### src/rtl/clkdiv_pkg.sv
// Shared constants and ratio helpers for the programmable clock divider.
package clkdiv_pkg;

    localparam int unsigned CLKDIV_MIN_RATIO = 2;
    localparam int unsigned CLKDIV_DIV_W     = 8;

    // Ratios below the minimum cannot form a low and a high phase.
    function automatic int unsigned clkdiv_clamp(input int unsigned n);
        return (n < CLKDIV_MIN_RATIO) ? CLKDIV_MIN_RATIO : n;
    endfunction

    // Length of the low phase: ceil(n/2), computed without n+1 overflow.
    function automatic int unsigned clkdiv_ceil_half(input int unsigned n);
        return (n >> 1) + (n & 32'd1);
    endfunction

endpackage

### src/rtl/clkdiv_ratio_shadow.sv
// Holds a requested divide ratio and promotes it to the active ratio at a period wrap.
module clkdiv_ratio_shadow
    import clkdiv_pkg::*;
#(
    parameter int unsigned DIV_W     = CLKDIV_DIV_W,
    parameter int unsigned DIV_RESET = 10
) (
    input  logic             clock_in,
    input  logic             nReset,
    input  logic             div_load_i,
    input  logic [DIV_W-1:0] div_ratio_i,
    input  logic             wrap_i,
    output logic [DIV_W-1:0] ratio_active_o,
    output logic             div_pending_o,
    output logic             div_ack_o
);

    localparam logic [DIV_W-1:0] RESET_RATIO = DIV_W'(clkdiv_clamp(DIV_RESET));

    logic [DIV_W-1:0] req_c;
    logic [DIV_W-1:0] shadow_q, shadow_d;
    logic [DIV_W-1:0] active_q, active_d;
    logic             pending_q, pending_d;
    logic             ack_q, ack_d;

    assign req_c = DIV_W'(clkdiv_clamp(32'(div_ratio_i)));

    // A load on the wrap edge bypasses the shadow and applies at once.
    always_comb begin
        shadow_d  = shadow_q;
        active_d  = active_q;
        pending_d = pending_q;
        ack_d     = 1'b0;
        if (div_load_i) begin
            shadow_d = req_c;
        end
        if (wrap_i) begin
            if (div_load_i) begin
                active_d  = req_c;
                pending_d = 1'b0;
                ack_d     = 1'b1;
            end else if (pending_q) begin
                active_d  = shadow_q;
                pending_d = 1'b0;
                ack_d     = 1'b1;
            end
        end else if (div_load_i) begin
            pending_d = 1'b1;
        end
    end

    always_ff @(posedge clock_in or negedge nReset) begin
        if (!nReset) begin
            shadow_q  <= RESET_RATIO;
            active_q  <= RESET_RATIO;
            pending_q <= 1'b0;
            ack_q     <= 1'b0;
        end else begin
            shadow_q  <= shadow_d;
            active_q  <= active_d;
            pending_q <= pending_d;
            ack_q     <= ack_d;
        end
    end

    assign ratio_active_o = active_q;
    assign div_pending_o  = pending_q;
    assign div_ack_o      = ack_q;

endmodule

### src/rtl/clock_divider_prog.sv
// Runtime-programmable clock divider: clock_out low ceil(N/2), high floor(N/2) cycles.
// Define CLKDIV_ODD_DUTY50_EN to stretch odd-ratio high phases by half a cycle (50% duty).
module clock_divider_prog
    import clkdiv_pkg::*;
#(
    parameter int unsigned DIV_W     = CLKDIV_DIV_W,
    parameter int unsigned DIV_RESET = 10
) (
    input  logic             clock_in,
    input  logic             nReset,
    input  logic             enable,
    input  logic [DIV_W-1:0] div_ratio,
    input  logic             div_load,
    output logic             div_ack,
    output logic             div_pending,
    output logic [DIV_W-1:0] ratio_active,
    output logic             clock_out,
    output logic             tick
);

    logic [DIV_W-1:0] cnt_q, cnt_d;
    logic [DIV_W-1:0] rise_cnt_c;
    logic [DIV_W-1:0] last_cnt_c;
    logic             wrap_c;
    logic             pos_q, pos_d;
    logic             tick_q, tick_d;

    assign rise_cnt_c = DIV_W'(clkdiv_ceil_half(32'(ratio_active))) - DIV_W'(1);
    assign last_cnt_c = ratio_active - DIV_W'(1);
    assign wrap_c     = enable && (cnt_q == last_cnt_c);

    clkdiv_ratio_shadow #(
        .DIV_W     (DIV_W),
        .DIV_RESET (DIV_RESET)
    ) u_shadow (
        .clock_in       (clock_in),
        .nReset         (nReset),
        .div_load_i     (div_load),
        .div_ratio_i    (div_ratio),
        .wrap_i         (wrap_c),
        .ratio_active_o (ratio_active),
        .div_pending_o  (div_pending),
        .div_ack_o      (div_ack)
    );

    // Rise point is always strictly before the wrap since the ratio is at least 2.
    always_comb begin
        cnt_d  = cnt_q;
        pos_d  = pos_q;
        tick_d = 1'b0;
        if (enable) begin
            if (wrap_c) begin
                cnt_d = '0;
                pos_d = 1'b0;
            end else begin
                cnt_d = cnt_q + DIV_W'(1);
            end
            if (cnt_q == rise_cnt_c) begin
                pos_d  = 1'b1;
                tick_d = 1'b1;
            end
        end
    end

    always_ff @(posedge clock_in or negedge nReset) begin
        if (!nReset) begin
            cnt_q  <= '0;
            pos_q  <= 1'b0;
            tick_q <= 1'b0;
        end else begin
            cnt_q  <= cnt_d;
            pos_q  <= pos_d;
            tick_q <= tick_d;
        end
    end

    assign tick = tick_q;

`ifdef CLKDIV_ODD_DUTY50_EN
    logic neg_q;

    // Half-cycle delayed copy widens the high phase for odd ratios.
    always_ff @(negedge clock_in or negedge nReset) begin
        if (!nReset) begin
            neg_q <= 1'b0;
        end else begin
            neg_q <= pos_q;
        end
    end

    assign clock_out = ratio_active[0] ? (pos_q | neg_q) : pos_q;
`else
    assign clock_out = pos_q;
`endif

endmodule

### config.mk
export PLATFORM = sky130hd
export DESIGN_NAME = clock_divider_prog
export DESIGN_NICKNAME = d
export VERILOG_FILES = /design/src/rtl/clkdiv_pkg.sv /design/src/rtl/clkdiv_ratio_shadow.sv /design/src/rtl/clock_divider_prog.sv
export SDC_FILE = /design/constraint.sdc
export NUM_CORES = 1
export LEC_CHECK = 0
export BUFFER_PORTS_ARGS = -buffer_cell sky130_fd_sc_hd__buf_4
export CAP_MARGIN = 20
export CORE_UTILIZATION = 57
export CTS_CLUSTER_DIAMETER = 150
export DETAILED_ROUTE_END_ITERATION = 12
export GPL_ROUTABILITY_DRIVEN = 0
export GPL_TIMING_DRIVEN = 0
export PLACE_DENSITY = 0.8
export SYNTH_ARGS = -nofsm -noshare
export SYNTH_HDL_FRONTEND = slang
export SYNTH_SLANG_ARGS = --single-unit
### constraint.sdc
create_clock -name clock_in -period 3.3 [get_ports clock_in]
set_clock_uncertainty 0.05 [all_clocks]
set_input_delay 0.33 -clock clock_in [delete_from_list [all_inputs] [get_ports clock_in]]
set_output_delay 0.33 -clock clock_in [all_outputs]
set_load 0.03 [all_outputs]
==> flow_summary.rst <==
.. list-table::
   :header-rows: 1

   * - Metric
     - Value
   * - Min Clock Period, post-route
     - roughly 2.7 ns
   * - TritonRoute pass-1 iters
     - 4
   * - Most frequently used flop master after synthesis
     - dfrtp_1
   * - Sequential power share
     - 0.485
   * - Number of endpoints with negative hold slack in the final report
     - 0
   * - Internal power component
     - 552.0 µW
   * - WL per Instance
     - ~15 µm
   * - Hold Path Depth
     - 2
   * - Max cap viols
     - 0
   * - Net Sw Frac
     - 0.3362
   * - Largest area contributor in the netlist
     - dfrtp_1
   * - Depth of the most critical reg-to-reg path
     - 7
   * - Max-slew headroom at the worst pin
     - 0.5495
   * - Signed area change from the synthesized netlist to the final layout
     - 13.69%
   * - Final number of max-transition violations
     - 0
   * - HPWL after DPL
     - approximately 2.5 mm
   * - Average size of a mapped cell
     - roughly 10 µm²
   * - I/O Buffers
     - 22
   * - Count of mapped cells out of synthesis
     - 170
   * - Unrepaired setup endpoints after global routing
     - false
   * - Synthesized net count
     - between 150 and 200
   * - Height of the chip
     - around 57 µm
   * - Library cell used as clock root buffer
     - clkbuf_4
   * - Hold endpoint
     - u_shadow.shadow_q[5]
   * - Most frequent cell after synthesis
     - dfrtp_1
   * - Fraction of final layout cells sized beyond drive strength 1
     - 0.2893
   * - Register bit total from synthesis
     - 28
   * - PostCTS Resize Cnt
     - 0
   * - Max VDD drop
     - ~0.00037 V
   * - Yosys Warn Count
     - 0
   * - Final-layout setup total negative slack
     - 0 ns
   * - CTS H-Tree Depth
     - 1
   * - Global-route wire length before repair
     - between 6 and 7 mm
   * - TritonCTS clock tree
     - done
   * - RR Startpoint
     - u_shadow.ratio_active_o[1]
   * - Smallest hold slack
     - ~0.19 ns
   * - Net load switching power
     - 279.6 µW
   * - Synth cell types
     - 47
   * - Final setup fails
     - 0
   * - Final core utilization
     - 0.7050
   * - Io pins
     - 24
   * - Hold wc startpoint
     - div_ratio[5]
   * - Count of hold-fix buffers inserted at cts
     - 1
   * - Required time of the worst setup path
     - 3.48 ns
   * - Die extent in x
     - 57.48 µm
   * - Static power due to leakage
     - approximately 0.93 nW
   * - Clock input transition at the sequential cells of the worst setup and hold paths
     - about 0.15 ns
   * - Final net count
     - about 210
   * - Final WL
     - 3.430 mm
   * - Worst Tran Pin Value
     - 0.6670 ns
   * - Vias in the first global route
     - roughly 1400
   * - Worst path slowest cell
     - dfstp_2
   * - Number of vias in the routed layout
     - about 1300
   * - Fraction of the yosys area taken by sequential cells
     - 0.4023
   * - Overall overflow remaining after global route
     - 0
   * - Largest fanout on the critical path
     - 9
   * - Routed vias/inst
     - around 5.8
   * - Share of async-settable or async-resettable flops after synthesis
     - 1.000
   * - Number of clock buffers inserted by TritonCTS
     - 3
   * - Top cell types by occurrence after synthesis
     - 24 x dfrtp_1, 14 x nor2_1, 14 x xnor2_1
   * - Antenna diodes
     - 0
   * - Power density cells
     - between 400 and 500 mW/mm²
   * - Netlist area before placement
     - roughly 0.0018 mm²
   * - Total setup buffers inserted after CTS
     - 0
   * - Gr usage total
     - 0.2381
   * - Combinational group share of total power
     - 0.334
   * - Number of synthesized flops with an enable pin
     - 0
   * - Hold Crit Class
     - input pin to register
   * - Clock share of power
     - 0.181
   * - Worst-path cell chain
     - inv_1 > ha_1 > nor2b_1 > or3_2 > a31oi_1 > o211ai_4 > mux2_4
   * - Buffers from clock root to sink, at most
     - 2
   * - Number of antenna violations at the first check in global routing
     - 0
   * - Clock Latency Late Sink
     - roughly 0.34 ns
   * - Standard-cell row count
     - 19
   * - Portion of synthesized cell area occupied by the leading cell type
     - 0.3424
   * - Area contributors post-synth
     - dfrtp_1 34%, xnor2_1 7.0%, dfstp_2 6.0%, mux2_2 5.8%, xor2_1 4.5%
   * - Number of clock sinks seen by CTS
     - 28
   * - Nature of the critical path endpoint
     - register
   * - Remaining antenna violation count after routing
     - 0
   * - 1st-iter DRT viols
     - 41
   * - Period utilisation layout
     - 0.8036
   * - Pin count of the biggest net entering global routing
     - 29
   * - Power after layout
     - ~830 µW
   * - CORE AREA
     - between 0.002 and 0.003 mm²
   * - FF-to-FF setup slack
     - around 0.65 ns
   * - Floorplan die area
     - around 0.0033 mm²
   * - Maximum single-stage delay on the critical path
     - ~0.62 ns
   * - Terminus of the critical flop-to-flop path
     - u_shadow.ratio_active_o[4]
   * - Run status
     - finished, final reports clean
   * - Worst Path Arrival
     - ~2.8 ns
   * - Setup CP Type
     - register to register
   * - Maximum operating frequency
     - between 300 and 400 MHz
   * - Initial cell density of the core
     - 0.6201
   * - CP startpoint kind
     - register
   * - Total of fill cells in the finished design
     - ~230
   * - Post-route DRC violation count
     - 0
[sequential cells by signal, summed over array words and instances (netlist names)]
signal,cells
u_shadow.shadow_q,8
u_shadow.div_pending_o,1
clock_out,1
u_shadow.ratio_active_o,8
cnt_q,8
u_shadow.div_ack_o,1
tick,1
[through the flow]
step	instances	setup slack [ns]	instance area, µm²
final	228	0.6480	1994
after detailed placement	223	0.6855	1958
after global placement	223	0.7024	1958
after CTS	228	0.6579	1994
after global routing	228	0.5420	1994
after floorplan	170	0.7497	1754
[routing by layer]
metal | vias to the layer above | routed length, µm | GRT usage
met3 | 9 | 107 | 0.02494
li1 | 646 | - | -
met2 | 34 | 1676 | 0.4153
met4 | 0 | 79 | 0.1080
met1 | 637 | 1566 | 0.2962
met5 | - | 0 | 0
[final cells by class]
| class | count | area [µm²] | share of cell area |
|---|---|---|---|
| Multi-Input combinational cell | 119 | 937.1 | 0.4699 |
| Inverter | 9 | 33.78 | 0.01694 |
| Clock buffer | 4 | 26.28 | 0.01317 |
| Timing Repair Buffer | 23 | 175.2 | 0.08783 |
| Sequential cell | 28 | 705.7 | 0.3538 |
| Tap cell | 31 | 38.79 | 0.01945 |
| Buffer | 14 | 77.57 | 0.03890 |
[layout by cell type (no fill, tap or decap), types with 2 or more instances in the layout]
cell / instances
clkbuf_1: 9
dfstp_2: 4
buf_4: 24
a211oi_1: 2
clkbuf_4: 3
nor2_1: 14
nand4_1: 4
xor2_1: 9
and3_1: 2
nand3_1: 3
nand2_1: 8
inv_1: 9
nor3_1: 2
xnor2_1: 14
mux2_4: 5
ha_1: 4
nor4_1: 2
o22ai_1: 2
a31oi_1: 3
a21oi_1: 4
buf_2: 2
nor2b_1: 4
buf_6: 2
nand2b_1: 4
mux2_2: 9
o21ai_0: 3
dfrtp_1: 24
[logic make-up after synthesis]
logic type               share of synthesized area
AO/OA/AOI/OAI                               0.1163
flip-flops                                  0.4023
AND/OR/NAND/NOR                             0.1740
buffers and inverters                      0.06348
adder cells (fa/ha/maj)                    0.02853
multiplexers                                0.1006
XOR/XNOR                                    0.1148
[power groups by stage]
stage,combinational (mW),clock [mW],sequential [mW]
4_1_cts,0.276,0.153,0.404
2_1_floorplan,0.218,0,0.406
3_3_place_gp,0.260,0,0.409
5_1_grt,0.312,0.163,0.411
6_report,0.278,0.150,0.403
3_5_place_dp,0.273,0,0.411
[worst max-delay path, delay by kind of cell (launching register included)]
kind                     cells  cell delay, ns
AO/OA/AOI/OAI                2            0.57
multiplexers                 1            0.35
buffers and inverters        1            0.08
AND/OR/NAND/NOR              2            0.61
adder cells (fa/ha/maj)      1            0.28
flip-flops                   1            0.62
[how the worst max path moves through the flow]
stage	startpoint	end	slack [ns]	depth (start not counted)
detailed placement	u_shadow.ratio_active_o[1]	u_shadow.ratio_active_o[6]	0.69	7
global placement	u_shadow.ratio_active_o[1]	u_shadow.ratio_active_o[4]	0.70	7
floorplan	u_shadow.ratio_active_o[1]	u_shadow.ratio_active_o[0]	0.75	7
global route	u_shadow.ratio_active_o[4]	u_shadow.ratio_active_o[2]	0.54	6
finish	u_shadow.ratio_active_o[1]	u_shadow.ratio_active_o[4]	0.65	7
CTS	u_shadow.ratio_active_o[1]	u_shadow.ratio_active_o[4]	0.66	7
Note: power is estimated with default switching activity, not from simulation.
